`src/rtl/vga_pkg.sv`:
```
// vga_pkg: shared screen geometry, pixel bus types and arbiter states for the VGA draw slice
package vga_pkg;
    localparam int SCREEN_W = 160;
    localparam int SCREEN_H = 120;
    typedef logic [7:0] vga_x_t;
    typedef logic [6:0] vga_y_t;
    typedef logic [2:0] vga_colour_t;
    typedef enum logic [1:0] {IDLE, RUN, RELEASE} arb_state_t;
endpackage

```
`src/rtl/rr_pick.sv`:
```
// rr_pick: combinational round-robin select of the first set req bit at or above rr_ptr, wrapping
module rr_pick #(
    parameter int NREQ = 3,
    parameter int IW = $clog2(NREQ)
) (
    input  logic [NREQ-1:0] req,
    input  logic [IW-1:0]   rr_ptr,
    output logic [IW-1:0]   sel,
    output logic            valid
);
    int j;
    always_comb begin
        sel = '0;
        valid = 1'b0;
        j = 0;
        // walk offsets from farthest to nearest so the nearest set bit wins
        for (int i = NREQ - 1; i >= 0; i--) begin
            j = int'(rr_ptr) + i;
            j = (j >= NREQ) ? j - NREQ : j;
            if (req[j]) begin
                sel = IW'(j);
                valid = 1'b1;
            end
        end
    end
endmodule

```
`src/rtl/vga_draw_arbiter.sv`:
```
// vga_draw_arbiter: round-robin share of one VGA plot port between NREQ start/done drawing engines,
// with off-screen clipping and a saturating count of clipped plots.
module vga_draw_arbiter #(
    parameter int NREQ = 3,
    parameter int SCREEN_W = vga_pkg::SCREEN_W,
    parameter int SCREEN_H = vga_pkg::SCREEN_H
) (
    input  logic                         clk,
    input  logic                         rst_n,
    input  logic [NREQ-1:0]              req,
    output logic [NREQ-1:0]              ack,
    output logic [NREQ-1:0]              eng_start,
    input  logic [NREQ-1:0]              eng_done,
    input  logic [NREQ-1:0][7:0]         eng_x,
    input  logic [NREQ-1:0][6:0]         eng_y,
    input  logic [NREQ-1:0][2:0]         eng_colour,
    input  logic [NREQ-1:0]              eng_plot,
    output logic [7:0]                   vga_x,
    output logic [6:0]                   vga_y,
    output logic [2:0]                   vga_colour,
    output logic                         vga_plot,
    output logic                         busy,
    output logic [$clog2(NREQ)-1:0]      grant_id,
    output logic [15:0]                  clip_count
);
    import vga_pkg::*;
    localparam int IW = $clog2(NREQ);
    localparam logic [8:0] XLIM = 9'(SCREEN_W);
    localparam logic [7:0] YLIM = 8'(SCREEN_H);
    arb_state_t state;
    logic [IW-1:0] rr_ptr, pick_sel;
    logic pick_valid, run, on_screen, strobe;
    vga_x_t cur_x;
    vga_y_t cur_y;
    vga_colour_t cur_colour;
    rr_pick #(.NREQ(NREQ), .IW(IW)) u_pick (
        .req(req),
        .rr_ptr(rr_ptr),
        .sel(pick_sel),
        .valid(pick_valid)
    );
    assign run = state == RUN;
    assign cur_x = eng_x[grant_id];
    assign cur_y = eng_y[grant_id];
    assign cur_colour = eng_colour[grant_id];
    assign strobe = run && eng_plot[grant_id];
    assign on_screen = ({1'b0, cur_x} < XLIM) && ({1'b0, cur_y} < YLIM);
    assign vga_x = run ? cur_x : '0;
    assign vga_y = run ? cur_y : '0;
    assign vga_colour = run ? cur_colour : '0;
    assign vga_plot = strobe && on_screen;
    assign busy = state != IDLE;
    always_ff @(posedge clk or negedge rst_n) begin
        if (!rst_n) begin
            state <= IDLE;
            eng_start <= '0;
            ack <= '0;
            grant_id <= '0;
            rr_ptr <= '0;
            clip_count <= '0;
        end else begin
            ack <= '0;
            if (strobe && !on_screen && clip_count != 16'hFFFF)
                clip_count <= clip_count + 16'd1;
            case (state)
                IDLE: if (pick_valid) begin
                    grant_id <= pick_sel;
                    eng_start <= NREQ'(1) << pick_sel;
                    state <= RUN;
                end
                RUN: if (eng_done[grant_id]) begin
                    eng_start <= '0;
                    ack <= NREQ'(1) << grant_id;
                    rr_ptr <= (grant_id == IW'(NREQ - 1)) ? '0 : grant_id + 1'b1;
                    state <= RELEASE;
                end
                RELEASE: if (!eng_done[grant_id]) state <= IDLE;
                default: state <= IDLE;
            endcase
        end
    end
endmodule

```
`config.mk`:
```
export PLATFORM = sky130hd
export DESIGN_NAME = vga_draw_arbiter
export DESIGN_NICKNAME = d
export VERILOG_FILES = /design/src/rtl/vga_pkg.sv /design/src/rtl/rr_pick.sv /design/src/rtl/vga_draw_arbiter.sv
export SDC_FILE = /design/constraint.sdc
export NUM_CORES = 1
export LEC_CHECK = 0
export ABC_AREA = 1
export CAP_MARGIN = 20
export CELL_PAD_IN_SITES_DETAIL_PLACEMENT = 1
export CELL_PAD_IN_SITES_GLOBAL_PLACEMENT = 1
export CORE_UTILIZATION = 27
export CTS_CLUSTER_DIAMETER = 120
export CTS_CLUSTER_SIZE = 24
export DETAILED_ROUTE_END_ITERATION = 10
export PLACE_DENSITY_LB_ADDON = 0.1
export SETUP_SLACK_MARGIN = 0.4
export SYNTH_ARGS = -nofsm -noshare
export SYNTH_HDL_FRONTEND = slang
export SYNTH_SLANG_ARGS = --single-unit
```
`constraint.sdc`:
```
create_clock -name clk -period 2 [get_ports clk]
set_input_delay 0.3 -clock clk [delete_from_list [all_inputs] [get_ports clk]]
set_output_delay 0.3 -clock clk [all_outputs]
set_load 0.05 [all_outputs]
```
# After elaboration in Yosys (flattened, before gate mapping)
# Index checks and enable logic that the tools add are counted.
# word_totals
elab_cells	85
reg_bits	28
# op_classes
n_reduce_logical	13
addsub	7
n_lt_le_gt_ge	9
eq_ne	7
n_shift	2
muxes	41
# ops
cell	n
$lt A32 B4 Y1 const B	3
$mux W32	3
$ge A32 B3 Y1 const B	2
$sub A32 B3 Y32 const B	2
$mux W3	6
$add A16 B1 Y16 const B	1
$bmux W8 S2	1
$mux W8	2
$ne A16 B16 Y1 const B	1
$bmux W7 S2	1
$mux W2	7
$mux W7	2
$mux W1	11
$bmux W1 S2	5
$lt A8 B8 Y1 const B	1
$lt A7 B7 Y1 const B	1
$bmux W3 S2	1
$pmux W2 S3	1
$pmux W3 S2	1
$reduce_and A3 Y1	2
$shl A1 B2 Y3 const A	2
$logic_and A1 B1 Y1	5
$eq A2 B2 Y1 const B	2
$ne A2 B2 Y1 const B	2
other kinds (12)	14

# Depth between registers and ports, before layout
# logic_depth
depth_word	12
ltp_mapped	13
depth_no_buf	11

# Cells and area by module
# Synthesis repeated with hierarchy kept, for this count alone.
# hier_totals
hier_cells	357
hier_area_um2	2328.5
# by_module_without_submodules
mod	instances	cells_each	area_per_inst_um2
vga_draw_arbiter	1	316	2118.3
rr_pick	1	41	210.2

# Worst setup path after synthesis
# Ideal clock, no wire load.
# synth_path
kind	register to output
startpoint	reg grant_id[1]
endpoint	out vga_plot
slack_ns	-0.486
t_arrival_ns	2.186
stages_incl_launch_ff	11
t_required_ns	1.700
path_buffers	2
cell_sequence	dfrtp_1 buf_6 inv_4 nand3_1 nand2_1 nor2_1 nand2_1 nand2_1 nand2_2 buf_4 nor2_1
# synth_via
elab_chain_len	5
elab_cells_between_ends	11
# synth_lines
element	line	source
start: declaration	vga_draw_arbiter.sv:23	output logic [$clog2(NREQ)-1:0] grant_id,
start signal: assignment	vga_draw_arbiter.sv:67	grant_id <= pick_sel;
$bmux W8 S2 or $bmux W7 S2 (tied branches)	vga_draw_arbiter.sv:43, vga_draw_arbiter.sv:44	
$mux W8 (implied by the code) or $mux W7 (tied branches)	vga_draw_arbiter.sv:43, vga_draw_arbiter.sv:44	
$lt A8 B8 Y1 or $lt A7 B7 Y1 (tied branches)	vga_draw_arbiter.sv:47	assign on_screen = ({1'b0, cur_x} < XLIM) && ({1'b0, cur_y} < YLIM);
$logic_and A1 B1 Y1	vga_draw_arbiter.sv:47	
$logic_and A1 B1 Y1 *	vga_draw_arbiter.sv:51	assign vga_plot = strobe && on_screen;
end: declaration	vga_draw_arbiter.sv:21	output logic vga_plot,
# Mark *: on every way between the ends. The rest lies on a longest branch, timed or not. The select of a mux whose other input is x is not followed.

# Final worst setup path
# Ends and elaborated chain as after synthesis.

==> impl_metrics.py <==
metrics = {
    "clocking": {
        "cts_made_buffers": 3,
        "cts.sink_count": 28,
        "clkLatencyLatePin_ns": 0.28,
        "htree_levels": 1,
        "cts_tree": "yes",
        "clk_root_buffer_cell": "sky130_fd_sc_hd__clkbuf_8",
        "clock_tree.buffer_depth": 2,
        "cts_hold_buffers": 0,
        "path_clk_slew_ns": 0.10,
    },
    "critical_path": {
        "cp_max_fo": 8,
        "cp.buffers_inverters": 3,
        "critPathCaptureType": "primary output",
        "worst_path_max_delay_cell": "sky130_fd_sc_hd__dfrtp_4",
        "start_kind": "register",
        "path_cells": "nor2_8 -> buf_6 -> buf_6 -> nand2_4 -> nand3_4 -> nand2_2 -> nand2_4 -> nor2_4 -> buf_6",
        "required_ns": 1.70,
        "path_delay_family": "flip-flops",
        "crit_arrival_ns": 1.75,
        "path_class": "register to primary output",
        "worst_stage_delay_on_the_critical_path_ns": 0.59,
        "critical-path-top-cell-by-count": "sky130_fd_sc_hd__buf_6",
    },
    "job": {
        "cap_violations": 0,
    },
    "hold_path": {
        "hold_class": "primary input to async pin",
    },
    "route": {
        "ant_nets": 0,
        "first_pass_iters": 4,
        "routed_via_density": 4.67,
        "detailed_route_wl_um": 8360,
        "routedWlPerCell_um": 14.4,
        "route.vias.total": 2718,
        "drc": 0,
        "initial_detailed_routing_violation_count": 43,
    },
    "cells_and_area": {
        "final_net_count": 547,
        "synthToLayoutAreaGrowth_pct": 82.3,
        "ff_latch_area_um2": 717,
        "antenna_cells_inserted": 0,
        "proportion_of_layout_cells_with_a_drive_suffix_above_1_pct": 30.4,
        "postLayoutCoreUtil_pct": 50.7,
        "mostFrequentLayoutCells": "sky130_fd_sc_hd__nand2_1, sky130_fd_sc_hd__clkdlybuf4s50_1, sky130_fd_sc_hd__nand3_1",
        "layout.cells.non_filler": 582,
        "layout.cells.most_common": "sky130_fd_sc_hd__nand2_1",
        "nFillCells": 1000,
        "multiInputGateArea_um2": 1600,
    },
    "sta": {
        "setup_tns_ns": -0.0709,
        "grt_setup_unrepaired": "yes",
        "tightestPinTransition_ns": 0.492,
        "clock.fmax_ghz": 0.487,
        "max-slew-margin-rel_pct": 67.4,
        "timing.final.ws_setup_ns": -0.0549,
        "min_period_over_period_pct": 103,
        "layout_min_cycle_time_ns": 2.05,
        "timing_max_transition_violations_final": 0,
        "finalHoldViolations": 0,
        "report.final.setup_viol": 2,
        "skew_ns": 0.0115,
        "holdWs_ns": 0.392,
    },
    "synthesis": {
        "synthesis.instances": 356,
        "synthesis.nets": 425,
        "synthesis.area_um2": 2270,
        "yosys_warnings": 0,
        "syn_area_per_cell_um2": 6.38,
        "ys_seq_elements": 28,
        "synth_sequential_area_ratio_pct": 30.8,
        "synth_cell_type_count": 27,
    },
    "place": {
        "dpl.hpwl_um": 6430,
        "port_buffers": 108,
        "placed_cells_incl_taps": 568,
        "place_congestion": 0.791,
    },
    "status": {
        "failed_checks": "negative setup slack",
        "outcome": "finished, violations left",
    },
    "global_route": {
        "grt_remaining_overflow": 0,
        "grt_pass1_wl_um": 13400,
        "grt_use_total_pct": 19.4,
        "grt_start_max_net_pins": 29,
        "grt_antenna_before_repair": 0,
        "via_count_of_the_first_global_routing_pass": 2752,
    },
    "pwr": {
        "power-per-cell-area_nw_per_um2": 1270,
        "ir_worst_vdd_v": 0.000666,
        "static-leakage-power_uw": 0.00189,
        "total_power_uw": 5280,
    },
    "die": {
        "die_height_um": 93.7,
        "starting_density_of_the_core_pct": 27.8,
        "core-area_um2": 8180,
        "die_w_um": 93.7,
        "floorplan.io_pins": 109,
        "fp-row-count": 33,
        "die_area_um2": 8790,
    },
}
worst paths after layout:
check                             start            end  slack (ns)  cells past startpoint
min in group clk           eng_start[0]   eng_start[0]        0.52                      2
setup reg to reg            grant_id[1]  clip_count[3]        0.20                     11
hold reg to reg            eng_start[0]   eng_start[0]        0.52                      2
max in group asynchronous         rst_n    grant_id[0]        1.29                      2
setup / recovery            grant_id[1]       vga_plot       -0.05                      9
hold / removal                    rst_n  clip_count[7]        0.39                      2
cells in the mapped netlist, drive strengths merged:
master / number / area, um^2
a21boi: 1 / 7.51
a21oi: 2 / 21.3
buf: 6 / 56.3
clkbuf: 4 / 15.0
dfrtp: 28 / 701
ha: 4 / 50.1
inv: 43 / 166
nand2: 151 / 584
nand3: 62 / 320
nand3b: 1 / 7.51
nand4: 3 / 18.8
nor2: 29 / 163
nor3: 2 / 10.0
o21ai: 5 / 25.0
o22ai: 2 / 12.5
xnor2: 7 / 61.3
xor2: 6 / 52.6
layout make-up:
cell class,count,share of cell area [%]
Inverter,43,5.77
Timing Repair Buffer,127,34.2
Tap cell,105,3.17
Sequential cell,28,17.3
Clock buffer,4,1.09
Multi-Input combinational cell,275,38.5
power by group:
| group | leakage [uW] | total, uW | internal (uW) | switching, uW |
|---|---|---|---|---|
| Clock | 0.0000228 | 319 | 143 | 176 |
| Sequential | 0.000363 | 865 | 689 | 176 |
| Combinational | 0.00151 | 4100 | 1670 | 2430 |
| Total | 0.00189 | 5280 | 2500 | 2780 |
kinds of logic (layout without fill, tap and decap cells):
family	after synthesis	count (layout)	share of synthesized area, %
xor+xnor	13	13	5.01
compound gates	10	10	2.92
buf+inv	53	174	10.5
simple gates	248	248	48.6
fa+ha+maj	4	4	2.20
flops	28	28	30.8
sequential cells by signal, indices dropped and copies added (netlist names):
| register | flops |
|---|---|
| clip_count | 16 |
| ack | 3 |
| eng_start | 3 |
| grant_id | 2 |
| rr_ptr | 2 |
| state | 2 |
through the flow:
step	instance area (um^2)	worst slack, ns
detailed placement	3810	0.166
CTS	4020	-0.0381
finish	4140	-0.0549
floorplan	2460	0.0806
global placement	3810	0.182
global route	4140	-0.133
timing repair:
action,in CTS,in global routing
pin swaps,9,9
buffers inserted,7,3
endpoints found under the setup margin,63,53
endpoints found under the hold margin,0,0
gates resized for setup,66,47
metal layers:
layer	wire length (um)	GRT usage, %
met5	0	0
met4	58	4.49
met3	407	1.94
met2	3940	34.2
met1	3950	25.5
Power figures use the tool's default switching activity.
